<file path="src/rtl/pcie_dma_pkg.sv">
// Shared types and constants for the PCIe DMA schedulers.
package pcie_dma_pkg;

  typedef enum logic [1:0] {
    IDLE  = 2'd0,
    REQ   = 2'd1,
    READ  = 2'd2,
    DRAIN = 2'd3
  } sched_state_e;

  localparam int unsigned PAGE_BYTES = 4096;

  function automatic int unsigned bytes_per_beat(input int unsigned data_w);
    return data_w / 8;
  endfunction

endpackage

</file>
<file path="src/rtl/pcie_burst_len_calc.sv">
// Burst length limiter (burst cap, frame remainder, 4 KB page, FIFO level)
// and the address/offset step adder used when a burst retires.
module pcie_burst_len_calc
  import pcie_dma_pkg::*;
#(
  parameter int unsigned DATA_W    = 128,
  parameter int unsigned LVL_W     = 11,
  parameter int unsigned BURST_LEN = 32,
  parameter int unsigned ADDR_W    = 32
) (
  input  logic [ADDR_W-1:0]           addr,
  input  logic [ADDR_W-1:0]           frame_off,
  input  logic [ADDR_W-1:0]           frame_bytes,
  input  logic [LVL_W-1:0]            level,
  input  logic [$clog2(BURST_LEN):0]  step_len,
  output logic [$clog2(BURST_LEN):0]  len_full,
  output logic [$clog2(BURST_LEN):0]  len,
  output logic [ADDR_W-1:0]           addr_nxt,
  output logic [ADDR_W-1:0]           off_nxt
);

  localparam int unsigned LEN_W = $clog2(BURST_LEN) + 1;
  localparam logic [ADDR_W-1:0] BPB   = ADDR_W'(bytes_per_beat(DATA_W));
  localparam logic [ADDR_W-1:0] PAGE  = ADDR_W'(PAGE_BYTES);
  localparam logic [ADDR_W-1:0] BURST = ADDR_W'(BURST_LEN);

  logic [ADDR_W-1:0] rem_frame;
  logic [ADDR_W-1:0] to_4k;
  logic [ADDR_W-1:0] lvl_ext;
  logic [ADDR_W-1:0] cap;
  logic [ADDR_W-1:0] cap_lvl;
  logic [ADDR_W-1:0] step_bytes;

  // cap never exceeds BURST_LEN, so the truncation to LEN_W is lossless
  always_comb begin
    rem_frame  = (frame_bytes - frame_off) / BPB;
    to_4k      = (PAGE - {{(ADDR_W-12){1'b0}}, addr[11:0]}) / BPB;
    lvl_ext    = ADDR_W'(level);
    cap        = BURST;
    if (rem_frame < cap) cap = rem_frame;
    if (to_4k < cap)     cap = to_4k;
    cap_lvl    = (lvl_ext < cap) ? lvl_ext : cap;
    len_full   = LEN_W'(cap);
    len        = LEN_W'(cap_lvl);
    step_bytes = ADDR_W'(step_len) * BPB;
    addr_nxt   = addr + step_bytes;
    off_nxt    = frame_off + step_bytes;
  end

endmodule

</file>
<file path="src/rtl/pcie_fifo_burst_sched.sv">
// Read-side scheduler: turns FIFO water level into 4 KB-safe DMA write bursts
// wrapping inside a host frame buffer.
//
//   state | meaning
//   IDLE  | waiting for enough data (or a flush) to start a burst
//   REQ   | dma_req held with latched addr/len until dma_ack
//   READ  | fifo_rd_en for exactly dma_len non-empty cycles
//   DRAIN | last beats leave the read-latency pipe, then pointers advance
module pcie_fifo_burst_sched
  import pcie_dma_pkg::*;
#(
  parameter int unsigned DATA_W    = 128,
  parameter int unsigned LVL_W     = 11,
  parameter int unsigned BURST_LEN = 32,
  parameter int unsigned RD_LAT    = 1,
  parameter int unsigned ADDR_W    = 32
) (
  input  logic                        clk,
  input  logic                        rst_n,
  input  logic                        enable,
  input  logic [ADDR_W-1:0]           cfg_base,
  input  logic [ADDR_W-1:0]           cfg_frame_bytes,
  input  logic                        frame_end,
  output logic                        fifo_rd_en,
  input  logic [DATA_W-1:0]           fifo_rd_data,
  input  logic                        fifo_rd_empty,
  input  logic [LVL_W-1:0]            fifo_rd_level,
  output logic                        dma_req,
  input  logic                        dma_ack,
  output logic [ADDR_W-1:0]           dma_addr,
  output logic [$clog2(BURST_LEN):0]  dma_len,
  output logic                        dma_valid,
  output logic [DATA_W-1:0]           dma_data,
  output logic                        frame_done,
  output logic                        busy
);

  localparam int unsigned LEN_W = $clog2(BURST_LEN) + 1;
  localparam int unsigned DRN_W = (RD_LAT > 1) ? $clog2(RD_LAT) : 1;

  sched_state_e      state_q, state_d;
  logic [ADDR_W-1:0] addr_q, addr_d;
  logic [ADDR_W-1:0] off_q, off_d;
  logic [ADDR_W-1:0] frame_q, frame_d;
  logic [ADDR_W-1:0] dma_addr_q, dma_addr_d;
  logic [LEN_W-1:0]  dma_len_q, dma_len_d;
  logic [LEN_W-1:0]  beat_cnt_q, beat_cnt_d;
  logic [RD_LAT-1:0] vld_sr_q, vld_sr_d;
  logic [DRN_W-1:0]  drn_cnt_q, drn_cnt_d;
  logic              init_q, init_d;
  logic              flush_q, flush_d;
  logic              done_q, done_d;

  logic [ADDR_W-1:0] eff_addr, eff_off, eff_frame;
  logic [ADDR_W-1:0] addr_nxt, off_nxt;
  logic [LEN_W-1:0]  len_full, len;
  logic              rd_en;
  logic              start;

  // Before the first enable the pointer still holds reset values, so the
  // limiter looks at the configuration directly for that first decision.
  always_comb begin
    eff_addr  = init_q ? addr_q  : cfg_base;
    eff_off   = init_q ? off_q   : '0;
    eff_frame = init_q ? frame_q : cfg_frame_bytes;
  end

  pcie_burst_len_calc #(
    .DATA_W    (DATA_W),
    .LVL_W     (LVL_W),
    .BURST_LEN (BURST_LEN),
    .ADDR_W    (ADDR_W)
  ) u_len_calc (
    .addr        (eff_addr),
    .frame_off   (eff_off),
    .frame_bytes (eff_frame),
    .level       (fifo_rd_level),
    .step_len    (dma_len_q),
    .len_full    (len_full),
    .len         (len),
    .addr_nxt    (addr_nxt),
    .off_nxt     (off_nxt)
  );

  // len == len_full means the level covers the full allowed burst
  assign rd_en = (state_q == READ) && !fifo_rd_empty;
  assign start = (state_q == IDLE) && enable && (len != '0) &&
                 ((len == len_full) || flush_q);

  always_comb begin
    state_d    = state_q;
    addr_d     = addr_q;
    off_d      = off_q;
    frame_d    = frame_q;
    dma_addr_d = dma_addr_q;
    dma_len_d  = dma_len_q;
    beat_cnt_d = beat_cnt_q;
    drn_cnt_d  = drn_cnt_q;
    init_d     = init_q;
    done_d     = 1'b0;
    vld_sr_d   = RD_LAT'({vld_sr_q, rd_en});

    flush_d = flush_q;
    if ((state_q == IDLE) && (fifo_rd_level == '0)) flush_d = 1'b0;
    if (frame_end) flush_d = 1'b1;

    case (state_q)
      IDLE: begin
        if (enable && !init_q) begin
          addr_d  = cfg_base;
          off_d   = '0;
          frame_d = cfg_frame_bytes;
          init_d  = 1'b1;
        end
        if (start) begin
          dma_addr_d = eff_addr;
          dma_len_d  = len;
          state_d    = REQ;
        end
      end
      REQ: begin
        if (dma_ack) begin
          beat_cnt_d = dma_len_q;
          state_d    = READ;
        end
      end
      READ: begin
        if (rd_en) begin
          beat_cnt_d = beat_cnt_q - LEN_W'(1);
          if (beat_cnt_q == LEN_W'(1)) begin
            drn_cnt_d = DRN_W'(RD_LAT - 1);
            state_d   = DRAIN;
          end
        end
      end
      DRAIN: begin
        if (drn_cnt_q == '0) begin
          addr_d = addr_nxt;
          off_d  = off_nxt;
          if (off_nxt == frame_q) begin
            addr_d  = cfg_base;
            off_d   = '0;
            frame_d = cfg_frame_bytes;
            done_d  = 1'b1;
          end
          state_d = IDLE;
        end else begin
          drn_cnt_d = drn_cnt_q - DRN_W'(1);
        end
      end
      default: state_d = IDLE;
    endcase
  end

  always_ff @(posedge clk or negedge rst_n) begin
    if (!rst_n) begin
      state_q    <= IDLE;
      addr_q     <= '0;
      off_q      <= '0;
      frame_q    <= '0;
      dma_addr_q <= '0;
      dma_len_q  <= '0;
      beat_cnt_q <= '0;
      vld_sr_q   <= '0;
      drn_cnt_q  <= '0;
      init_q     <= 1'b0;
      flush_q    <= 1'b0;
      done_q     <= 1'b0;
    end else begin
      state_q    <= state_d;
      addr_q     <= addr_d;
      off_q      <= off_d;
      frame_q    <= frame_d;
      dma_addr_q <= dma_addr_d;
      dma_len_q  <= dma_len_d;
      beat_cnt_q <= beat_cnt_d;
      vld_sr_q   <= vld_sr_d;
      drn_cnt_q  <= drn_cnt_d;
      init_q     <= init_d;
      flush_q    <= flush_d;
      done_q     <= done_d;
    end
  end

  assign fifo_rd_en = rd_en;
  assign dma_req    = (state_q == REQ);
  assign dma_addr   = dma_addr_q;
  assign dma_len    = dma_len_q;
  assign dma_valid  = vld_sr_q[RD_LAT-1];
  assign dma_data   = dma_valid ? fifo_rd_data : '0;
  assign frame_done = done_q;
  assign busy       = (state_q != IDLE);

endmodule

</file>
<file path="config.mk">
export PLATFORM = sky130hd
export DESIGN_NAME = pcie_fifo_burst_sched
export DESIGN_NICKNAME = d
export VERILOG_FILES = /design/src/rtl/pcie_dma_pkg.sv /design/src/rtl/pcie_burst_len_calc.sv /design/src/rtl/pcie_fifo_burst_sched.sv
export SDC_FILE = /design/constraint.sdc
export NUM_CORES = 1
export LEC_CHECK = 0
export CORE_MARGIN = 1
export CORE_UTILIZATION = 45
export CTS_CLUSTER_DIAMETER = 150
export CTS_CLUSTER_SIZE = 8
export DETAILED_ROUTE_END_ITERATION = 8
export GPL_ROUTABILITY_DRIVEN = 0
export HOLD_SLACK_MARGIN = 0.08
export PLACE_DENSITY_LB_ADDON = 0.25
export SETUP_SLACK_MARGIN = 0.05
export SLEW_MARGIN = 0
export SYNTH_ARGS = -nofsm -noshare
export SYNTH_HDL_FRONTEND = slang
export SYNTH_SLANG_ARGS = --single-unit
</file>
<file path="constraint.sdc">
create_clock -name clk -period 10.75 [get_ports clk]
set_input_delay 1.6125 -clock clk [delete_from_list [all_inputs] [get_ports clk]]
set_output_delay 1.6125 -clock clk [all_outputs]
set_load 0.01 [all_outputs]
</file>
==> results.cfg <==
[timing]
max-slew-margin-rel_pct = 31.8
drv_slew = 0
finalCritPeriodShare_pct = 92.7
fmax_mhz = 100
grt_setup_unrepaired = no
fin_setup_tns_ns = 0
fin_skew_ns = 0.0181
setup_viol = 0
worstMarginPinSlew_ns = 1.02
hold_viol_final = 0
period_needed_ns = 9.96

[worst_setup_path]
crit_required_ns = 11.07
start_kind = primary input
crit_slowest_cell = and4_1
crit_start = cfg_frame_bytes[20]
cp-end-kind = register
crit_type = in -> reg
cpMostUsedCell = a21oi_1
path_max_fanout = 38
crit_buf_inv = 3
cp_top_family = compound AO/OA/AOI/OAI gates
crit_path_max_incr_delay_ns = 0.45
crit_arrival_ns = 10.28
rr_startpoint = init_q$_DFFE_PN0P_

[clock_tree]
cts_tree = yes
cts.clk_slew.worst_paths_ns = 0.08
cts_setup_buffers = 0
cts_buffers = 17
clockRootBuffer = clkbuf_16
cts_buffer_depth = 2
cts_resized = 0
cts.sinks = 146
clock_latency_ns = 0.44
hold_buffers = 0
htree_levels = 4

[die]
fp.dieArea_sq_um = 31400
core_sq_um = 29900
rows = 63
die_w_microns = 177
start_util_pct = 46.2
dieHeight_microns = 177
io_pins = 380

[pwr]
comb_power_share_pct = 66.6
clkPwrFrac_pct = 12.5
vdd_ir_drop_max_mv = 0.156
power_switching_w = 0.00241
seq_power_share_pct = 20.9
internal-power_w = 0.00259
powerDensity_nw_per_um2 = 273
leakagePower_nw = 7.38
p_sw_share_pct = 48.2

[synth]
seq_area_frac_synth_pct = 26.5
syn-cell-area_sq_um = 13800
syn_avg_cell_area_sq_um = 8.18
async_reset_ff_share_pct = 100
synth_edf_count = 0
ys.flop_type = dfrtp_1
synth.distinct_cells = 92
yosysWarnings = 0
synth-seq-cells = 146
syn_inst = 1687

[detailed_routing]
vias = 14400
drt_iter0_drc = 1557
firstDrtPassIters = 6
via_per_inst = 5.99
wl_per_cell_microns = 21.6
finalWirelength_mm = 52.1
drc_errors = 0
postRouteAntennaNets = 0

[grt]
grt_pass1_vias = 13600
grt_pass1_wl_mm = 78.9
grt.overflow.total = 0
antenna_found_initial = 6
grt_max_degree = 124
gr-usage-all-layers_pct = 32.9

[min_path]
hold_class = reg -> reg
hold_path.startpoint = off_q[4]$_DFFE_PN0P_

[layout]
layout-drive-gt1-share_pct = 9.53
finish.utilization_pct = 61.4
layout-area-overhead-vs-synth_pct = 33.0
nets = 2271
fin_cells = 2411

[place]
hpwlAfterDp_mm = 39.9
dp_cells = 2373
io_buffers = 379

[run_status]
status = finished clean

[run]
cap_violations = 0
==> state kept, by name, indices dropped and copies added, names as in the netlist <==
name,flops
dma_len,6
flush_q,1
frame_q,32
beat_cnt_q,6
off_q,32
state_q,2
frame_done,1
addr_q,32
dma_valid,1
dma_addr,32
init_q,1
==> synth_stat cells (30+ instances only) <==
cell type	n	share of area, %
mux2_2	105	8.6
ha_1	59	5.4
nor3_1	53	1.9
xnor2_1	60	3.8
nand3_1	57	2.1
o21ai_0	101	3.7
mux2i_1	30	2.2
nand2_1	138	3.8
nor2_1	140	3.8
a21oi_1	101	3.7
dfrtp_1	146	26
inv_1	54	1.5
xor2_1	30	1.9
clkbuf_1	61	1.7
and2_1	141	6.4
==> metrics by stage <==
step	total power, W	instance area [sq um]	worst slack [ns]	hold WS, ns
floorplan	0.00325	13800	0.0509	0.441
global placement	0.00422	17700	0.850	0.455
detailed placement	0.00429	17700	0.611	0.464
CTS	0.00494	18300	1.04	0.481
global route	0.00534	18300	0.317	0.499
finish	0.00500	18300	0.788	0.481
==> routing by layer <==
layer  up-vias  GRT usage [%]  part of all wire, %
met5         -              0                0.025
met2       745           49.7                   44
li1       6722              -                    -
met4         2           9.70                  2.1
met3        81           8.05                   10
met1      6882           46.0                   43
==> cells in the final DEF, fill, tap and decap left out, drive strengths merged, types with 9 or more instances in the layout <==
cell	n
clkdlybuf4s50	378
dfrtp	146
and2	143
nor2	141
nand2	139
mux2	117
o21ai	106
a21oi	101
inv	62
xnor2	60
ha	59
nand3	57
nor3	55
xor2	30
mux2i	30
a32oi	27
o22ai	27
nor2b	25
a21o	25
nand4	23
and3	18
clkbuf	17
buf	17
a31oi	15
o31ai	14
o211ai	13
nor4	12
nand2b	11
or3	10
a211oi	10
o21a	9
and4	9
==> tightest hold or removal path: stages, from the launching register on <==
cell	delay (ns)
dfrtp_1	0.34
nand2_1	0.04
o21ai_0	0.06
==> area by class of cell <==
type,count,area (sq um)
multi-input cells,1388,9450
inverters,54,203
well taps,390,488
flip-flops and latches,146,3660
fillers,2601,11500
clock buffers,17,425
repair buffers,395,3930
clock inverters,15,180
diodes,6,15.0
==> logic make-up after synthesis <==
| family | synth area share (%) |
|---|---|
| AND/OR/NAND/NOR | 24.9 |
| AO/OA/AOI/OAI | 20.2 |
| buffers and inverters | 5.27 |
| multiplexers | 11.9 |
| flip-flops | 26.5 |
| XOR/XNOR | 5.72 |
| adder cells (fa/ha/maj) | 5.50 |
| other | 0.0272 |
==> power by group through the flow <==
stage	Combinational (W)	Sequential (W)	Clock (W)
6_report	0.00333	0.00105	0.000624
5_1_grt	0.00361	0.00107	0.000651
4_1_cts	0.00327	0.00104	0.000630
3_5_place_dp	0.00324	0.00104	0
3_3_place_gp	0.00319	0.00103	0
2_1_floorplan	0.00228	0.000973	0
==> worst paths after layout <==
path,slack (ns),end,depth (start not counted)
setup / recovery,0.79,dma_addr[25]$_DFFE_PN0P_,38
hold / removal,0.48,off_q[4]$_DFFE_PN0P_,2
setup reg to reg,0.97,dma_addr[25]$_DFFE_PN0P_,36
hold reg to reg,0.48,off_q[4]$_DFFE_PN0P_,2
max in group asynchronous,8.11,dma_addr[31]$_DFFE_PN0P_,2
min in group asynchronous,1.24,frame_q[12]$_DFFE_PN0P_,1
No activity file was read; power rests on OpenSTA's default activity.
